**src/rtl/half_sub_1bit.sv**
```systemverilog
// -----------------------------------------------------------------------------
// half_sub_1bit
//   1-bit half subtractor computing a - b, the leaf cell of the ALU subtract
//   path. The difference/borrow pair is either registered with an
//   in_valid/out_valid qualifier (REG_OUT=1, one cycle of latency) or passed
//   straight through combinationally (REG_OUT=0). A saturating counter of
//   accepted operations that borrowed gives the ALU some debug visibility.
//
// Parameters
//   REG_OUT     1: d/bout/out_valid registered; 0: combinational d/bout
//   CNT_W       width of borrow_cnt
//
// Ports
//   clk         in   1      rising-edge clock
//   rst_n       in   1      asynchronous active-low reset
//   a           in   1      minuend bit
//   b           in   1      subtrahend bit
//   in_valid    in   1      a/b qualify this cycle
//   cnt_clr     in   1      synchronous clear of borrow_cnt (beats increment)
//   d           out  1      difference, a ^ b
//   bout        out  1      borrow out, ~a & b
//   out_valid   out  1      d/bout qualify this cycle
//   borrow_cnt  out  CNT_W  accepted operations that produced a borrow
// -----------------------------------------------------------------------------
module half_sub_1bit #(
   parameter bit REG_OUT = 1'b1,
   parameter int CNT_W   = 8
) (
   input  logic             clk,
   input  logic             rst_n,
   input  logic             a,
   input  logic             b,
   input  logic             in_valid,
   input  logic             cnt_clr,
   output logic             d,
   output logic             bout,
   output logic             out_valid,
   output logic [CNT_W-1:0] borrow_cnt
);

   localparam logic [CNT_W-1:0] CNT_MAX = '1;
   localparam logic [CNT_W-1:0] CNT_ONE = {{(CNT_W-1){1'b0}}, 1'b1};

   logic diff_q;    // qualified difference
   logic borrow_q;  // qualified borrow

   // Operands are only looked at when in_valid is high, so X/Z on an idle
   // bus can never leak into the outputs or the counter.
   // NOTE: every always_comb output gets a default first so no path leaves it
   // unassigned, which would otherwise infer a latch.
   always_comb begin
      diff_q   = 1'b0;
      borrow_q = 1'b0;
      if (in_valid) begin
         diff_q   = a ^ b;
         borrow_q = ~a & b;
      end
   end

   // Borrow-event counter: clear wins over increment, and it sticks at the
   // all-ones value instead of wrapping.
   // NOTE: sequential state is written with non-blocking assignments only, so
   // every flop samples pre-edge values regardless of block ordering.
   always_ff @(posedge clk or negedge rst_n) begin
      if (!rst_n) begin
         borrow_cnt <= '0;
      end else if (cnt_clr) begin
         borrow_cnt <= '0;
      end else if (borrow_q && (borrow_cnt != CNT_MAX)) begin
         borrow_cnt <= borrow_cnt + CNT_ONE;
      end
   end

   generate
      if (REG_OUT) begin : g_reg
         // d/bout hold their last accepted result across idle cycles;
         // only out_valid drops.
         always_ff @(posedge clk or negedge rst_n) begin
            if (!rst_n) begin
               d         <= 1'b0;
               bout      <= 1'b0;
               out_valid <= 1'b0;
            end else begin
               out_valid <= in_valid;
               if (in_valid) begin
                  d    <= diff_q;
                  bout <= borrow_q;
               end
            end
         end
      end else begin : g_comb
         always_comb begin
            d         = diff_q;
            bout      = borrow_q;
            out_valid = in_valid;
         end
      end
   endgenerate

endmodule

```
**config.mk**
```make
export PLATFORM = sky130hd
export DESIGN_NAME = half_sub_1bit
export DESIGN_NICKNAME = d
export VERILOG_FILES = /design/src/rtl/half_sub_1bit.sv
export SDC_FILE = /design/constraint.sdc
export NUM_CORES = 1
export LEC_CHECK = 0
export CAP_MARGIN = 40
export CORE_AREA = 2 2 39 41
export DETAILED_ROUTE_END_ITERATION = 7
export DIE_AREA = 0 0 41 43
export GPL_TIMING_DRIVEN = 0
export PLACE_DENSITY_LB_ADDON = 0.05
export SYNTH_ARGS = -nofsm -noshare
export SYNTH_HDL_FRONTEND = slang
export SYNTH_SLANG_ARGS = --single-unit
export TNS_END_PERCENT = 30
```
**constraint.sdc**
```tcl
create_clock -name clk -period 3.45 [get_ports clk]
set_input_delay 0.69 -clock clk [delete_from_list [all_inputs] [get_ports clk]]
set_output_delay 0.69 -clock clk [all_outputs]
set_load 0.03 [all_outputs]
```
# Word-level counts from Yosys, hierarchy flattened
# Cells that the tools add are included.
dict set report word_totals {
  regBits 11
  inputBits 6
  out_inout_bits 11
  wordCells 14
}
dict set report op_classes {
  add_sub_neg 1
  eq_ne 1
  n_mux 3
  bitwise_logic 3
  n_reduce_logical 2
}
# op n
set op_table {}
lappend op_table {{2-to-1 mux 8 bit} 2}
lappend op_table {{adder 8 x 1 -> 8 bit (second input constant)} 1}
lappend op_table {{inequality test 8 bit (second input constant)} 1}
lappend op_table {{nonzero test 2 bit} 1}
lappend op_table {{AND 1 bit} 1}
lappend op_table {{logical AND 1 bit} 1}
lappend op_table {{2-to-1 mux 1 bit} 1}
lappend op_table {{inverter 1 bit} 1}
lappend op_table {{XOR 1 bit} 1}

# Depth between registers and ports, before layout
dict set report depth {
  depth_word 6
  depth_mapped 6
  ltp_nobuf 6
}

# Least setup slack after synthesis
# No wires, ideal clock.
dict set report synth_timing {
  kind {input port to flip-flop}
  start {in a}
  end {reg borrow_cnt[5]}
  setup_ns 0.078
  t_arrival_ns 1.617
  required_ns 3.372
  slack_ns 1.755
  cell_stages 6
  path_buffers 0
  path_cell_list {inv_1 > ha_1 > and2_4 > nand2_2 > or4_1 > a21oi_1}
}
dict set report synth_between {
  elab_chain_len 5
}
# element line_no
set synth_rtl {}
lappend synth_rtl {{from (decl)} 31} ;# input logic a,
lappend synth_rtl {{inverter 1 bit} 56} ;# borrow_q = ~a & b;
lappend synth_rtl {{AND 1 bit} 56}
lappend synth_rtl {{2-to-1 mux 1 bit} 54} ;# if (in_valid) begin
lappend synth_rtl {{logical AND 1 bit} 69} ;# end else if (borrow_q && (borrow_cnt != CNT_MAX)) begin
lappend synth_rtl {{nonzero test 2 bit (no source line)} --}
lappend synth_rtl {{to (signal assigned)} 70} ;# borrow_cnt <= borrow_cnt + CNT_ONE;
lappend synth_rtl {{to (decl)} 38} ;# output logic [CNT_W-1:0] borrow_cnt
# Every way passes these cells.
# A chain may end at the register's enable or synchronous reset.

# Worst setup path after layout
dict set report layout_timing {
  start {reg borrow_cnt[7]}
  end {out borrow_cnt[7]}
}
# No word-level cell between the ends.

==> run_results.csv <==
group,metric,value,unit
run_status,status,"finished, final reports clean",
detailed_routing,drt-total-wl,1.07,mm
timing,period_minus_slack,2.12,ns
cells_and_area,drive_gt1_share,7.89,%
clock_tree,post_cts_resized,0,
clock_tree,cts_tree,"done",
synth,synthesis.instances,57,
clock_tree,ctsHtreeMaxLevel,1,
worst_hold_path,hold_path_class,"flop to flop",
cells_and_area,fin_util,53.5,%
detailed_routing,viasPerCell,5.25,
synth,syn_nets,65,
cells_and_area,mostFrequentLayoutCells,"clkdlybuf4s50_1, dfrtp_1, nor2_1",
synth,ys_seq_area_share,50.6,%
worst_setup_path,cp.required,2.76,ns
cells_and_area,diodes,0,
global_routing,grt_pass1_wl,1.77,mm
floorplanning,die_h,43,um
worst_setup_path,worstSetupEndpointType,"primary output",
clock_tree,cts_buffers,3,
worst_setup_path,crit_path_top_delay_cell,"clkdlybuf4s50_1",
timing,worstMarginPinSlew,0.505,ns
global_routing,grt_max_degree,12,
worst_setup_path,arrival,1.43,ns
power_and_ir_drop,power_frac_comb,13.4,%
global_routing,grt_pass1_vias,416,
timing,fin_tns_setup,0,ns
timing,slew_viol_final,0,
power_and_ir_drop,switchingPower,65.3,uW
power_and_ir_drop,p_sw_share,25.2,%
floorplanning,die_area,1760,sq um
cells_and_area,fin_cells,92,
timing,finalCritPeriodShare,61.5,%
global_routing,track_usage,15.2,%
synth,synth_area_per_cell,9.55,sq um
power_and_ir_drop,power_frac_seq,52.3,%
synth,yosys_warnings,0,
detailed_routing,drc,0,
floorplanning,io_pins,17,
place,dp_hpwl,800,um
cells_and_area,fin_nets,85,
worst_setup_path,start_kind,"flop",
power_and_ir_drop,power.share.clock,34.3,%
power_and_ir_drop,vdd_drop_max,0.197,mV
detailed_routing,drt-initial-drc-count,2,
cells_and_area,syn_to_final_growth,36.1,%
global_routing,antenna_found_initial,0,
worst_setup_path,crit_chain,"clkdlybuf4s50_1",
clock_tree,hold_buffers,0,
floorplanning,fp.dieW,41,um
worst_setup_path,worstPathMaxFanout,7,
place,dp_cells,88,
clock_tree,root_buffer,"clkbuf_4",
timing,final_hold_viol_count,0,
clock_tree,cts_setup_buffers,0,
timing,setup_viol_count_final,0,
detailed_routing,vias,483,
timing,fin_worst_skew,0.000527,ns
synth,synth_cell_types,23,
floorplanning,core-area,1380,sq um
cells_and_area,final_common_cell,"clkdlybuf4s50_1",
place,routabilityCongestion,0.764,
power_and_ir_drop,p_per_area,350,nW/um^2
worst_setup_path,max_stage_delay,0.71,ns
flow_run,maxCapViolCount,0,
detailed_routing,antenna_left,0,
power_and_ir_drop,p_leak,0.312,nW
clock_tree,clkSinkCount,11,
floorplanning,start_util,39.3,%
timing,slew_headroom,66.2,%
worst_setup_path,crit_buf_inv,1,
worst_setup_path,crit_type,"flop to primary output",
timing,rsz0062_at_grt,"no",
detailed_routing,wl_per_cell,11.7,um
clock_tree,clock_latency,0.27,ns
synth,synth_seq_cells,11,
clock_tree,clock_path_buffers,2,
timing,fmax,471,MHz
power_and_ir_drop,p_total,259,uW
power_and_ir_drop,p_int,194,uW
worst_setup_path,critPathTopFamily,"buffers and inverters",
place,place.port_buffers,15,
global_routing,gr-total-overflow,0,
floorplanning,rows,14,
detailed_routing,first_pass_iters,4,
synth,netlist_area,544,sq um
clock_tree,clk_pin_slew_worst_paths,0.07,ns
==> layout make-up <==
type | count | area [sq um]
timing repair buffer | 15 | 150
sequential | 11 | 275
inverter | 4 | 15.0
clock buffer | 4 | 26.3
tap | 16 | 20.0
multi-input combinational | 41 | 250
fill | 141 | 643
buffer | 1 | 3.75
==> synth_stat cells <==
| cell type | instances | area [sq um] |
|---|---|---|
| and2_4 | 1 | 8.76 |
| nor2_1 | 7 | 26.3 |
| mux2i_1 | 2 | 20.0 |
| nor4b_1 | 1 | 8.76 |
| buf_1 | 1 | 3.75 |
| or4_1 | 1 | 7.51 |
| a31oi_1 | 2 | 12.5 |
| dfrtp_1 | 11 | 275 |
| o21bai_1 | 1 | 7.51 |
| inv_1 | 4 | 15.0 |
| a21oi_1 | 4 | 20.0 |
| o31ai_1 | 1 | 7.51 |
| xor2_1 | 1 | 8.76 |
| nand2_1 | 4 | 15.0 |
| nor3_1 | 4 | 20.0 |
| nand4_1 | 2 | 12.5 |
| nand2_2 | 1 | 6.26 |
| and3_1 | 1 | 6.26 |
| nand3_1 | 2 | 10.0 |
| mux2_2 | 1 | 11.3 |
| o21ai_0 | 2 | 10.0 |
| ha_1 | 2 | 25.0 |
| or3_1 | 1 | 6.26 |
==> through the flow <==
| stage | setup WS [ns] | area [sq um] | hold slack, ns |
|---|---|---|---|
| 3_3_place_gp | 1.27 | 714 | 0.498 |
| 3_5_place_dp | 1.26 | 714 | 0.502 |
| 5_1_grt | 1.27 | 741 | 0.532 |
| 2_1_floorplan | 1.76 | 544 | 0.394 |
| 6_report | 1.33 | 741 | 0.510 |
| 4_1_cts | 1.32 | 741 | 0.522 |
==> cells by family (layout without fill, tap and decap cells) <==
logic type | count (synthesis) | in the layout | synth area share [%]
xor gates and xnor gates | 1 | 1 | 1.61
muxes | 3 | 3 | 5.75
and+or+nand+nor | 25 | 25 | 23.5
buffers and inverters | 5 | 24 | 3.45
AOI/OAI and AO/OA | 10 | 10 | 10.6
adders and majority gates | 2 | 2 | 4.60
DFF | 11 | 11 | 50.6
==> final timing paths <==
kind | startpoint | end | slack (ns) | cells past startpoint
hold reg to reg | bout$_DFFE_PN0P_ | bout$_DFFE_PN0P_ | 0.51 | 1
setup reg to reg | borrow_cnt[0]$_DFFE_PN0P_ | borrow_cnt[5]$_DFFE_PN0P_ | 1.92 | 5
setup / recovery | borrow_cnt[7]$_DFFE_PN0P_ | borrow_cnt[7] | 1.33 | 1
max in group asynchronous | rst_n | borrow_cnt[5]$_DFFE_PN0P_ | 2.36 | 1
hold / removal | bout$_DFFE_PN0P_ | bout$_DFFE_PN0P_ | 0.51 | 1
min in group asynchronous | rst_n | borrow_cnt[6]$_DFFE_PN0P_ | 0.75 | 1
==> state kept, by name (all words and copies together) (netlist names) <==
register	flops
d	1
out_valid	1
bout	1
borrow_cnt	8
==> per-layer routing <==
layer	GRT usage [%]	up-vias	part of all wire [%]
met2	21.6	18	44
li1	-	239	-
met3	3.14	4	6.8
met5	0	-	0
met1	19.9	222	46
met4	10.0	0	2.8
==> power by group through the flow <==
stage	Sequential (mW)	Clock, mW	Combinational [mW]
global route	0.136	0.0991	0.0375
finish	0.135	0.0889	0.0347
detailed placement	0.138	0	0.0354
global placement	0.138	0	0.0352
floorplan	0.147	0	0.00849
CTS	0.135	0.0918	0.0355
(Power assumes the default switching activity.)
